`src/rtl/slew_monitor_pkg.sv`:
```
`default_nettype none
// ============================================================================
// Module      : slew_monitor_pkg
// Description : Shared definitions for the slew-rate monitor: state
//               encoding, direction codes and default widths.
// Contents    : state_e (3-bit state field), DIR_* codes, DEF_* widths,
//               dir_of_state() helper.
// Revision    : 1.0 - initial release
// ============================================================================
package slew_monitor_pkg;

  // Default widths for the monitor
  localparam int DEF_DATA_WIDTH = 6;
  localparam int DEF_STEP_WIDTH = 3;
  localparam int DEF_SETTLE_CNT = 4;
  localparam int DEF_CNT_WIDTH  = 8;

  // Monitor state, 3-bit encoded
  typedef enum logic [2:0] {
    ST_IDLE      = 3'd0,
    ST_RAMP_UP   = 3'd1,
    ST_RAMP_DOWN = 3'd2,
    ST_HOLD      = 3'd3,
    ST_SETTLED   = 3'd4
  } state_e;

  // Ramp direction codes
  localparam logic [1:0] DIR_NONE = 2'b00;
  localparam logic [1:0] DIR_UP   = 2'b01;
  localparam logic [1:0] DIR_DOWN = 2'b10;

  // Direction reported for a given state
  function automatic logic [1:0] dir_of_state(input state_e st);
    logic [1:0] dir;
    dir = DIR_NONE;
    if (st == ST_RAMP_UP) begin
      dir = DIR_UP;
    end else if (st == ST_RAMP_DOWN) begin
      dir = DIR_DOWN;
    end
    return dir;
  endfunction

  // True for the two ramp states
  function automatic logic is_ramp(input state_e st);
    return (st == ST_RAMP_UP) || (st == ST_RAMP_DOWN);
  endfunction

endpackage : slew_monitor_pkg
`default_nettype wire

```
`src/rtl/slew_monitor_sat_counter.sv`:
```
`default_nettype none
// ============================================================================
// Module      : sat_counter
// Description : Saturating up-counter with synchronous clear and load-one.
//               Priority: clear > load_one > inc. Stops at all-ones.
// Ports       : clk_i      - clock
//               reset_n_i  - synchronous active-low reset
//               clear_i    - force count to 0
//               load_one_i - force count to 1
//               inc_i      - increment unless saturated
//               count_o    - current count
// Revision    : 1.0 - initial release
// ============================================================================
module sat_counter #(
  parameter int WIDTH = 8
) (
  input  logic             clk_i,
  input  logic             reset_n_i,
  input  logic             clear_i,
  input  logic             load_one_i,
  input  logic             inc_i,
  output logic [WIDTH-1:0] count_o
);

  logic [WIDTH-1:0] count_q;
  logic [WIDTH-1:0] count_d;

  always_comb begin
    count_d = count_q;
    if (clear_i) begin
      count_d = '0;
    end else if (load_one_i) begin
      count_d = WIDTH'(1);
    end else if (inc_i && (count_q != {WIDTH{1'b1}})) begin
      count_d = count_q + WIDTH'(1);
    end
  end

  always_ff @(posedge clk_i) begin
    if (!reset_n_i) begin
      count_q <= '0;
    end else begin
      count_q <= count_d;
    end
  end

  assign count_o = count_q;

endmodule : sat_counter
`default_nettype wire

```
`src/rtl/slew_monitor.sv`:
```
`default_nettype none
// ============================================================================
// Module      : slew_monitor
// Description : Runtime checker for the output of a rate limiter. Each valid
//               sample is compared with the previous one against the step
//               limit in force; step violations and target overshoots are
//               pulsed, ramp direction and settling are reported.
// Config      : SLEW_MONITOR_STATS_EN - builds the violation and ramp-length
//               statistics counters; otherwise those outputs are tied to 0.
// Ports       : clk_i          - clock, rising edge
//               reset_n_i      - synchronous active-low reset
//               sample_valid_i - sample present this cycle
//               sample_i       - rate-limited value
//               target_i       - value the limiter is tracking toward
//               step_limit_i   - maximum allowed change per sample
//               violation_o    - one-cycle pulse, step exceeded limit
//               overshoot_o    - one-cycle pulse, sample crossed target
//               delta_mag_o    - magnitude of last checked change
//               direction_o    - 00 none, 01 up, 10 down
//               settled_o      - high while settled on target
//               viol_count_o   - saturating violation count
//               ramp_len_o     - samples in current ramp, saturating
// Revision    : 1.0 - initial release
// ============================================================================
module slew_monitor
  import slew_monitor_pkg::*;
#(
  parameter int DATA_WIDTH = DEF_DATA_WIDTH,
  parameter int STEP_WIDTH = DEF_STEP_WIDTH,
  parameter int SETTLE_CNT = DEF_SETTLE_CNT,
  parameter int CNT_WIDTH  = DEF_CNT_WIDTH
) (
  input  logic                  clk_i,
  input  logic                  reset_n_i,
  input  logic                  sample_valid_i,
  input  logic [DATA_WIDTH-1:0] sample_i,
  input  logic [DATA_WIDTH-1:0] target_i,
  input  logic [STEP_WIDTH-1:0] step_limit_i,
  output logic                  violation_o,
  output logic                  overshoot_o,
  output logic [DATA_WIDTH-1:0] delta_mag_o,
  output logic [1:0]            direction_o,
  output logic                  settled_o,
  output logic [CNT_WIDTH-1:0]  viol_count_o,
  output logic [CNT_WIDTH-1:0]  ramp_len_o
);

  localparam int SC_W = $clog2(SETTLE_CNT + 1);
  localparam logic [SC_W-1:0] SETTLE_MAX = SC_W'(SETTLE_CNT);
  // Common width so the step limit compares correctly whichever is wider
  localparam int CMP_W = (DATA_WIDTH > STEP_WIDTH) ? DATA_WIDTH : STEP_WIDTH;

  // --------------------------------------------------------------------------
  // State and output registers
  // --------------------------------------------------------------------------
  state_e                state_q,     state_d;
  logic [DATA_WIDTH-1:0] prev_q,      prev_d;
  logic                  prev_ok_q,   prev_ok_d;
  logic [SC_W-1:0]       settle_q,    settle_d;
  logic                  violation_q, violation_d;
  logic                  overshoot_q, overshoot_d;
  logic [DATA_WIDTH-1:0] delta_mag_q, delta_mag_d;
  logic [1:0]            direction_q, direction_d;
  logic                  settled_q,   settled_d;

  // --------------------------------------------------------------------------
  // Step arithmetic
  // --------------------------------------------------------------------------
  logic signed [DATA_WIDTH:0] delta;
  logic signed [DATA_WIDTH:0] delta_neg;
  logic [DATA_WIDTH-1:0]      delta_mag;
  logic                       delta_pos;
  logic                       delta_negv;
  logic [CMP_W-1:0]           sample_ext;
  logic [CMP_W-1:0]           step_ext;
  logic [CMP_W-1:0]           mag_ext;
  logic                       exempt;
  logic                       step_bad;
  logic                       cross_bad;
  logic                       on_target;

  // Both operands are zero-extended so the difference is exact in N+1 bits
  assign delta      = $signed({1'b0, sample_i}) - $signed({1'b0, prev_q});
  assign delta_neg  = -delta;
  assign delta_negv = delta[DATA_WIDTH];
  assign delta_pos  = !delta_negv && (delta != '0);
  // |delta| never exceeds 2^N-1, so the low N bits hold it exactly
  assign delta_mag  = delta_negv ? delta_neg[DATA_WIDTH-1:0]
                                 : delta[DATA_WIDTH-1:0];

  assign sample_ext = CMP_W'(sample_i);
  assign step_ext   = CMP_W'(step_limit_i);
  assign mag_ext    = CMP_W'(delta_mag);

  // Samples at or below the limit are passed straight through by the
  // limiter, so they are never flagged.
  assign exempt    = (sample_ext <= step_ext);
  assign step_bad  = (step_limit_i == '0) ? (delta != '0) : (mag_ext > step_ext);
  assign cross_bad = (delta_pos  && (prev_q < target_i) && (sample_i > target_i)) ||
                     (delta_negv && (prev_q > target_i) && (sample_i < target_i));
  assign on_target = (sample_i == target_i);

  // --------------------------------------------------------------------------
  // Next-state and output logic
  // --------------------------------------------------------------------------
  always_comb begin
    state_d     = state_q;
    prev_d      = prev_q;
    prev_ok_d   = prev_ok_q;
    settle_d    = settle_q;
    violation_d = 1'b0;
    overshoot_d = 1'b0;
    delta_mag_d = delta_mag_q;
    direction_d = direction_q;
    settled_d   = settled_q;

    if (sample_valid_i) begin
      prev_d = sample_i;
      if (!prev_ok_q) begin
        // First sample only seeds the reference; nothing to compare against
        prev_ok_d   = 1'b1;
        delta_mag_d = '0;
        if ((SETTLE_CNT == 1) && on_target) begin
          state_d = ST_SETTLED;
        end else begin
          state_d = ST_HOLD;
        end
      end else begin
        delta_mag_d = delta_mag;
        violation_d = !exempt && step_bad;
        overshoot_d = cross_bad;
        if (on_target) begin
          settle_d = (settle_q >= SETTLE_MAX) ? SETTLE_MAX : settle_q + SC_W'(1);
          state_d  = (settle_d == SETTLE_MAX) ? ST_SETTLED : ST_HOLD;
        end else begin
          settle_d = '0;
          if (delta_pos) begin
            state_d = ST_RAMP_UP;
          end else if (delta_negv) begin
            state_d = ST_RAMP_DOWN;
          end else begin
            state_d = ST_HOLD;
          end
        end
      end
      direction_d = dir_of_state(state_d);
      settled_d   = (state_d == ST_SETTLED);
    end
  end

  always_ff @(posedge clk_i) begin
    if (!reset_n_i) begin
      state_q     <= ST_IDLE;
      prev_q      <= '0;
      prev_ok_q   <= 1'b0;
      settle_q    <= '0;
      violation_q <= 1'b0;
      overshoot_q <= 1'b0;
      delta_mag_q <= '0;
      direction_q <= DIR_NONE;
      settled_q   <= 1'b0;
    end else begin
      state_q     <= state_d;
      prev_q      <= prev_d;
      prev_ok_q   <= prev_ok_d;
      settle_q    <= settle_d;
      violation_q <= violation_d;
      overshoot_q <= overshoot_d;
      delta_mag_q <= delta_mag_d;
      direction_q <= direction_d;
      settled_q   <= settled_d;
    end
  end

  assign violation_o = violation_q;
  assign overshoot_o = overshoot_q;
  assign delta_mag_o = delta_mag_q;
  assign direction_o = direction_q;
  assign settled_o   = settled_q;

  // --------------------------------------------------------------------------
  // Optional statistics
  // --------------------------------------------------------------------------
`ifdef SLEW_MONITOR_STATS_EN
  logic ramp_enter;
  logic ramp_stay;
  logic ramp_clear;

  // A reversal counts as a fresh ramp because the state itself changes
  assign ramp_enter = sample_valid_i && is_ramp(state_d) && (state_d != state_q);
  assign ramp_stay  = sample_valid_i && is_ramp(state_d) && (state_d == state_q);
  assign ramp_clear = sample_valid_i && !is_ramp(state_d);

  sat_counter #(
    .WIDTH (CNT_WIDTH)
  ) u_viol_cnt (
    .clk_i      (clk_i),
    .reset_n_i  (reset_n_i),
    .clear_i    (1'b0),
    .load_one_i (1'b0),
    .inc_i      (violation_d),
    .count_o    (viol_count_o)
  );

  sat_counter #(
    .WIDTH (CNT_WIDTH)
  ) u_ramp_cnt (
    .clk_i      (clk_i),
    .reset_n_i  (reset_n_i),
    .clear_i    (ramp_clear),
    .load_one_i (ramp_enter),
    .inc_i      (ramp_stay),
    .count_o    (ramp_len_o)
  );
`else
  assign viol_count_o = '0;
  assign ramp_len_o   = '0;
`endif

endmodule : slew_monitor
`default_nettype wire

```
`config.mk`:
```
export PLATFORM = sky130hd
export DESIGN_NAME = slew_monitor
export DESIGN_NICKNAME = d
export VERILOG_FILES = /design/src/rtl/slew_monitor_pkg.sv /design/src/rtl/slew_monitor_sat_counter.sv /design/src/rtl/slew_monitor.sv
export SDC_FILE = /design/constraint.sdc
export NUM_CORES = 1
export LEC_CHECK = 0
export BUFFER_PORTS_ARGS = -buffer_cell sky130_fd_sc_hd__buf_2
export CAP_MARGIN = 20
export CORE_MARGIN = 2
export CORE_UTILIZATION = 45
export DETAILED_ROUTE_END_ITERATION = 12
export PLACE_DENSITY = 0.69
export SYNTH_ARGS = -nofsm -noshare
export SYNTH_HDL_FRONTEND = slang
export SYNTH_SLANG_ARGS = --single-unit
```
`constraint.sdc`:
```
create_clock -name clk_i -period 5.1 [get_ports clk_i]
set_input_delay 0.51 -clock clk_i [delete_from_list [all_inputs] [get_ports clk_i]]
set_output_delay 0.51 -clock clk_i [all_outputs]
set_load 0.005 [all_outputs]
```
After elaboration in Yosys (flattened, before gate mapping)
Cells that the tools add are included.
- magnitude comparators: 7
- bitwise operators: 0
- shift-type cells: 0
- add/subtract/negate cells: 3
- multiplexer cells: 13
- multiply operators: 0
- div/mod/pow operators: 0
- equal/unequal tests: 5
- reductions and logical operators: 13
- operators with widths (kind ; count):
    $mux 3 ; 6
    $gt 6x6->1 ; 2
    $lt 6x6->1 ; 2
    $mux 6 ; 2
    $reduce_bool 7->1 ; 1
    $sub 6x6->7 ; 1
    $eq 3x3->1 const B ; 2
    $eq 6x6->1 ; 1
    $gt 6x3->1 ; 1
    $le 6x3->1 ; 1
    $logic_and 1x1->1 ; 6
    $mux 2 ; 3
    $neg 6->6 ; 1
    $add 3x1->3 const B ; 1
    $eq 3x1->1 const B ; 1
    $eq 3x2->1 const B ; 1
    $ge 3x3->1 const B ; 1
    $logic_not 3->1 ; 1
    $reduce_and 3->1 ; 1
    $logic_not 1->1 ; 2
    $mux 1 ; 2
    $reduce_and 2->1 ; 1
    $logic_or 1x1->1 ; 1
- memory bits (writable): 0
- output and inout port bits: 27
- bits in registers: 21
- bits in read-only memories: 0
- bits in latches: 0
- memories: 0

Depth between registers and ports, before layout
- depth in word-level cells: 10
- mapped depth: 14
- depth with buffers taken out: 14

Worst setup path before layout
Ideal clock, no wire load.
- path kind: input port to flip-flop
- from: in sample_i[0]
- to: reg violation_q, in the netlist violation_o
- arrival: 2.693 ns
- stages on the path: 14
- path buffers: 0
- slack: 2.274 ns
- data required time: 4.967 ns
- cells stage by stage: inv_1 -> ha_1 -> fa_1 -> nand2b_1 -> a21o_2 -> a21oi_2 -> nor2_1 -> a21oi_1 -> ha_1 -> a21o_1 -> a21oi_1 -> a31oi_1 -> nor2_1 -> a311oi_1
- longest elaborated chain between the ends: 6
- RTL lines (what ; RTL line ; RTL):
    start: declaration ; slew_monitor.sv:36 ; input logic [DATA_WIDTH-1:0] sample_i,
    $sub 6x6->7 ; slew_monitor.sv:83 ; assign delta = $signed({1'b0, sample_i}) - $signed({1'b0, prev_q});
    $neg 6->6 ; slew_monitor.sv:84 ; assign delta_neg = -delta;
    $mux 6 ; slew_monitor.sv:88 ; assign delta_mag = delta_negv ? delta_neg[DATA_WIDTH-1:0]
    $gt 6x3->1 ; slew_monitor.sv:98 ; assign step_bad = (step_limit_i == '0) ? (delta != '0) : (mag_ext > step_ext);
    $mux 1 ; slew_monitor.sv:98 ;
    $logic_and 1x1->1 (*) ; slew_monitor.sv:130 ; violation_d = !exempt && step_bad;
    end signal: assignment ; slew_monitor.sv:167 ; violation_q <= violation_d;
    end: declaration ; slew_monitor.sv:60 ; logic violation_q, violation_d;
Every way passes the cells marked *; elsewhere a longest branch is shown, timed or not.
A chain may end at the register's enable or synchronous reset.

Worst setup path after layout
Same ends and word-level chain as after synthesis.

==> results.sh <==
export IMPL_antenna_found_initial=0
export IMPL_dp_hpwl_um=2989
export IMPL_slowest_stage="fa_1"
export IMPL_max_slew_margin_rel=0.6332
export IMPL_criticalPathCategory="in -> reg"
export IMPL_grt_setup_unrepaired="no"
export IMPL_io_pin_count=45
export IMPL_worstPathArrival_ps=3100
export IMPL_die_area_um2=4547
export IMPL_worst_clock_skew_ps=0.9911
export IMPL_synthDistinctLibCells=50
export IMPL_synth_seq_area_share=0.2322
export IMPL_synth_enable_flop_cells=0
export IMPL_fin_crit_ps=2952
export IMPL_hold_viol=0
export IMPL_crit_chain="buf_2, inv_1, ha_1, fa_1, nand2b_1, a21o_2, a21oi_2, nor2_1, a21oi_1, ha_1, a21o_1, a21oi_1, a31oi_1, nor2_1, a311oi_1"
export IMPL_synth_cells=212
export IMPL_effective_utilization_at_floorplan=0.4592
export IMPL_syn_std_cell_area_um2=1810
export IMPL_register_to_register_setup_slack_ps=2220
export IMPL_tritoncts="done"
export IMPL_portBuffers=28
export IMPL_first_global_vias=1250
export IMPL_grt_max_degree=15
export IMPL_diodes=0
export IMPL_worst_setup_path_start_kind="input port"
export IMPL_nets=287
export IMPL_max_freq_mhz=338.8
export IMPL_cellPowerDensity_nw_per_um2=231.8
export IMPL_detail_route_wirelength_um=3732
export IMPL_worst_slack_ps=2148
export IMPL_core_region_area_um2=3943
export IMPL_holdCritPathClass="reg -> reg"
export IMPL_grt_pass1_wl_um=5754
export IMPL_clockPowerShare=0.250
export IMPL_placed_cell_area_um2=1938
export IMPL_area_growth_syn_to_layout_pct=9.606
export IMPL_slowest_delay_ps=410
export IMPL_cap_violations=0
export IMPL_die_h_um=67.43
export IMPL_slew_viol_final=0
export IMPL_cts_resized_gates=0
export IMPL_avgSynthCellArea_um2=8.540
export IMPL_design_area_um2=1984
export IMPL_vias_per_cell=5.114
export IMPL_rows=23
export IMPL_post_cts_repair_setup_buffers=0
export IMPL_synth_warnings=0
export IMPL_total_switching_power_uw=159.6
export IMPL_seq_power_share=0.385
export IMPL_cts_inserted_buffers=3
export IMPL_route_detailed_drc=0
export IMPL_grt_overflow=0
export IMPL_required_ps=5240
export IMPL_globalplace_congestion=0.8355
export IMPL_report_final_setup_viol=0
export IMPL_asyncSetResetFlopFracSynth=0
export IMPL_proportion_of_layout_cells_with_a_drive_suffix_above_1=0.1750
export IMPL_finalSetupTns_ps=0
export IMPL_cts_num_sinks=21
export IMPL_cellLeakagePower_uw=0.0009856
export IMPL_number_of_drc_violations_after_detailed_routing_iteration_0=62
export IMPL_cts_max_level=1
export IMPL_max_clock_path_buffers=2
export IMPL_switching_share=0.3469
export IMPL_critical_path_endpoint_type="flop"
export IMPL_tightest_slew_ps=549.0
export IMPL_dieWidth_um=67.43
export IMPL_cp_max_fo=8
export IMPL_wire_length_per_cell_um=12.87
export IMPL_preCtsSetupSlack_ps=1913
export IMPL_grt_use_total=0.1684
export IMPL_clock_root_buffer="clkbuf_8"
export IMPL_final_critical_path_share_of_the_clock_period=0.5788
export IMPL_synth_top_area_share=0.2322
export IMPL_synthFlopType="dfxtp_1"
export IMPL_remaining_antenna_violation_count_after_routing=0
export IMPL_postCtsHoldBufs=0
export IMPL_ys_top_cells_by_area="dfxtp_1 (23%), ha_1 (19%), buf_4 (6.6%)"
export IMPL_power_share_combinational=0.365
export IMPL_run_status="complete, no violations"
export IMPL_synth_top_cell_by_area="dfxtp_1"
export IMPL_clkSlewWorstSetupHoldPaths_ps=80
export IMPL_flip_flop_and_latch_count_after_synthesis=21
export IMPL_p_int_uw=300.4
export IMPL_detail_route_first_pass_iterations=4
export IMPL_ir_worst_vdd_v=0.0001143
export IMPL_detailroute_via_count=1483
export IMPL_clkLatencyLatePin_ps=260
==> cells in the final DEF (no fill, tap or decap), drive strengths merged, types with 2 or more instances in the layout <==
master / Yosys / routed
dfxtp: 21 / 21
or4: 2 / 2
o21ai: 10 / 10
buf: 18 / 28
o32ai: 2 / 2
or2: 2 / 2
nand2: 10 / 10
clkbuf: 1 / 3
nor2: 11 / 11
a31oi: 4 / 4
and3: 2 / 2
xnor2: 4 / 4
xor2: 3 / 3
nor4: 2 / 2
a21oi: 12 / 12
nor3: 3 / 3
a211oi: 2 / 2
ha: 27 / 27
and2: 2 / 2
inv: 25 / 25
nor2b: 10 / 10
a21o: 6 / 6
nand3: 3 / 3
conb: 1 / 16
o21a: 3 / 3
a22o: 3 / 3
mux2i: 7 / 7
==> power by group through the flow <==
| stage | Sequential, µW | Clock, µW | Combinational (µW) |
|---|---|---|---|
| 4_1_cts | 177 | 117 | 168 |
| 2_1_floorplan | 180 | 0 | 136 |
| 3_5_place_dp | 181 | 0 | 165 |
| 6_report | 177 | 115 | 168 |
| 3_3_place_gp | 181 | 0 | 164 |
| 5_1_grt | 178 | 121 | 189 |
==> routing by layer <==
metal / global-route usage / part of all wire / vias up
li1: - / - / 769
met1: 0.2275 / 0.50 / 665
met2: 0.2785 / 0.45 / 45
met3: 0.02833 / 0.045 / 4
met4: 0.04082 / 0.0088 / 0
met5: 0 / 0 / -
==> registers in the layout, indices dropped and copies added, names as in the netlist <==
name / count
overshoot_o: 1
violation_o: 1
prev_q: 6
settled_o: 1
direction_o: 2
settle_q: 3
delta_mag_o: 6
prev_ok_q: 1
==> cell families (layout without fill, tap and decap cells) <==
kind of cell,Yosys count,after routing,synth area share
DFF,21,21,0.2322
buffers and inverters,44,57,0.1244
other,1,16,0.002071
and+or+nand+nor,54,54,0.1638
adders and majority gates,28,28,0.1976
muxes,7,7,0.03870
xor gates and xnor gates,7,7,0.03802
AOI/OAI and AO/OA,50,50,0.2032
==> worst paths after layout <==
check / startpoint / endpoint / cells after the start
worst max-delay path: sample_i[0] / violation_o / 15
worst min register to register: delta_mag_o[3] / delta_mag_o[3] / 2
worst max register to register: prev_q[0] / violation_o / 13
worst min-delay path: delta_mag_o[3] / delta_mag_o[3] / 2
==> cells in the mapped netlist, types with 2 or more instances <==
| library cell | number |
|---|---|
| and3_1 | 2 |
| xor2_1 | 3 |
| ha_1 | 27 |
| inv_1 | 24 |
| o21ai_0 | 10 |
| o21a_1 | 3 |
| nor3_1 | 3 |
| buf_1 | 2 |
| nor2b_1 | 10 |
| a22o_1 | 3 |
| and2_1 | 2 |
| nor2_1 | 11 |
| mux2i_1 | 7 |
| or4_1 | 2 |
| nand2_1 | 10 |
| a21o_1 | 5 |
| a31oi_1 | 4 |
| o32ai_1 | 2 |
| nand3_1 | 3 |
| dfxtp_1 | 21 |
| a21oi_1 | 11 |
| buf_4 | 16 |
| nor4_1 | 2 |
| xnor2_1 | 3 |
==> per-stage QoR <==
stage | utilization | total power (µW) | hold WS [ps] | instances
finish | 0.5033 | 460.0 | 453.7 | 290
global route | 0.5033 | 488.2 | 486.4 | 290
CTS | 0.5033 | 462.4 | 461.6 | 290
detailed placement | 0.4916 | 346.4 | 441.4 | 286
global placement | 0.4916 | 344.3 | 433.5 | 286
floorplan | - | 316.3 | 448.7 | 227
==> critical path, delay by kind of cell <==
family	cells	cell delay, ps
AOI/OAI and AO/OA	7	1170
and+or+nand+nor	3	340
buffers and inverters	2	150
adders and majority gates	3	930
==> area by class of cell <==
type	instances	area, µm²
Timing Repair Buffer	28	140.1
Inverter	25	93.84
Clock buffer	3	41.29
Sequential cell	21	420.4
Clock inverter	1	5.005
Tap cell	50	62.56
Fill cell	394	1958
Multi-Input combinational cell	162	1221
No activity file was read; power rests on OpenSTA's default activity.
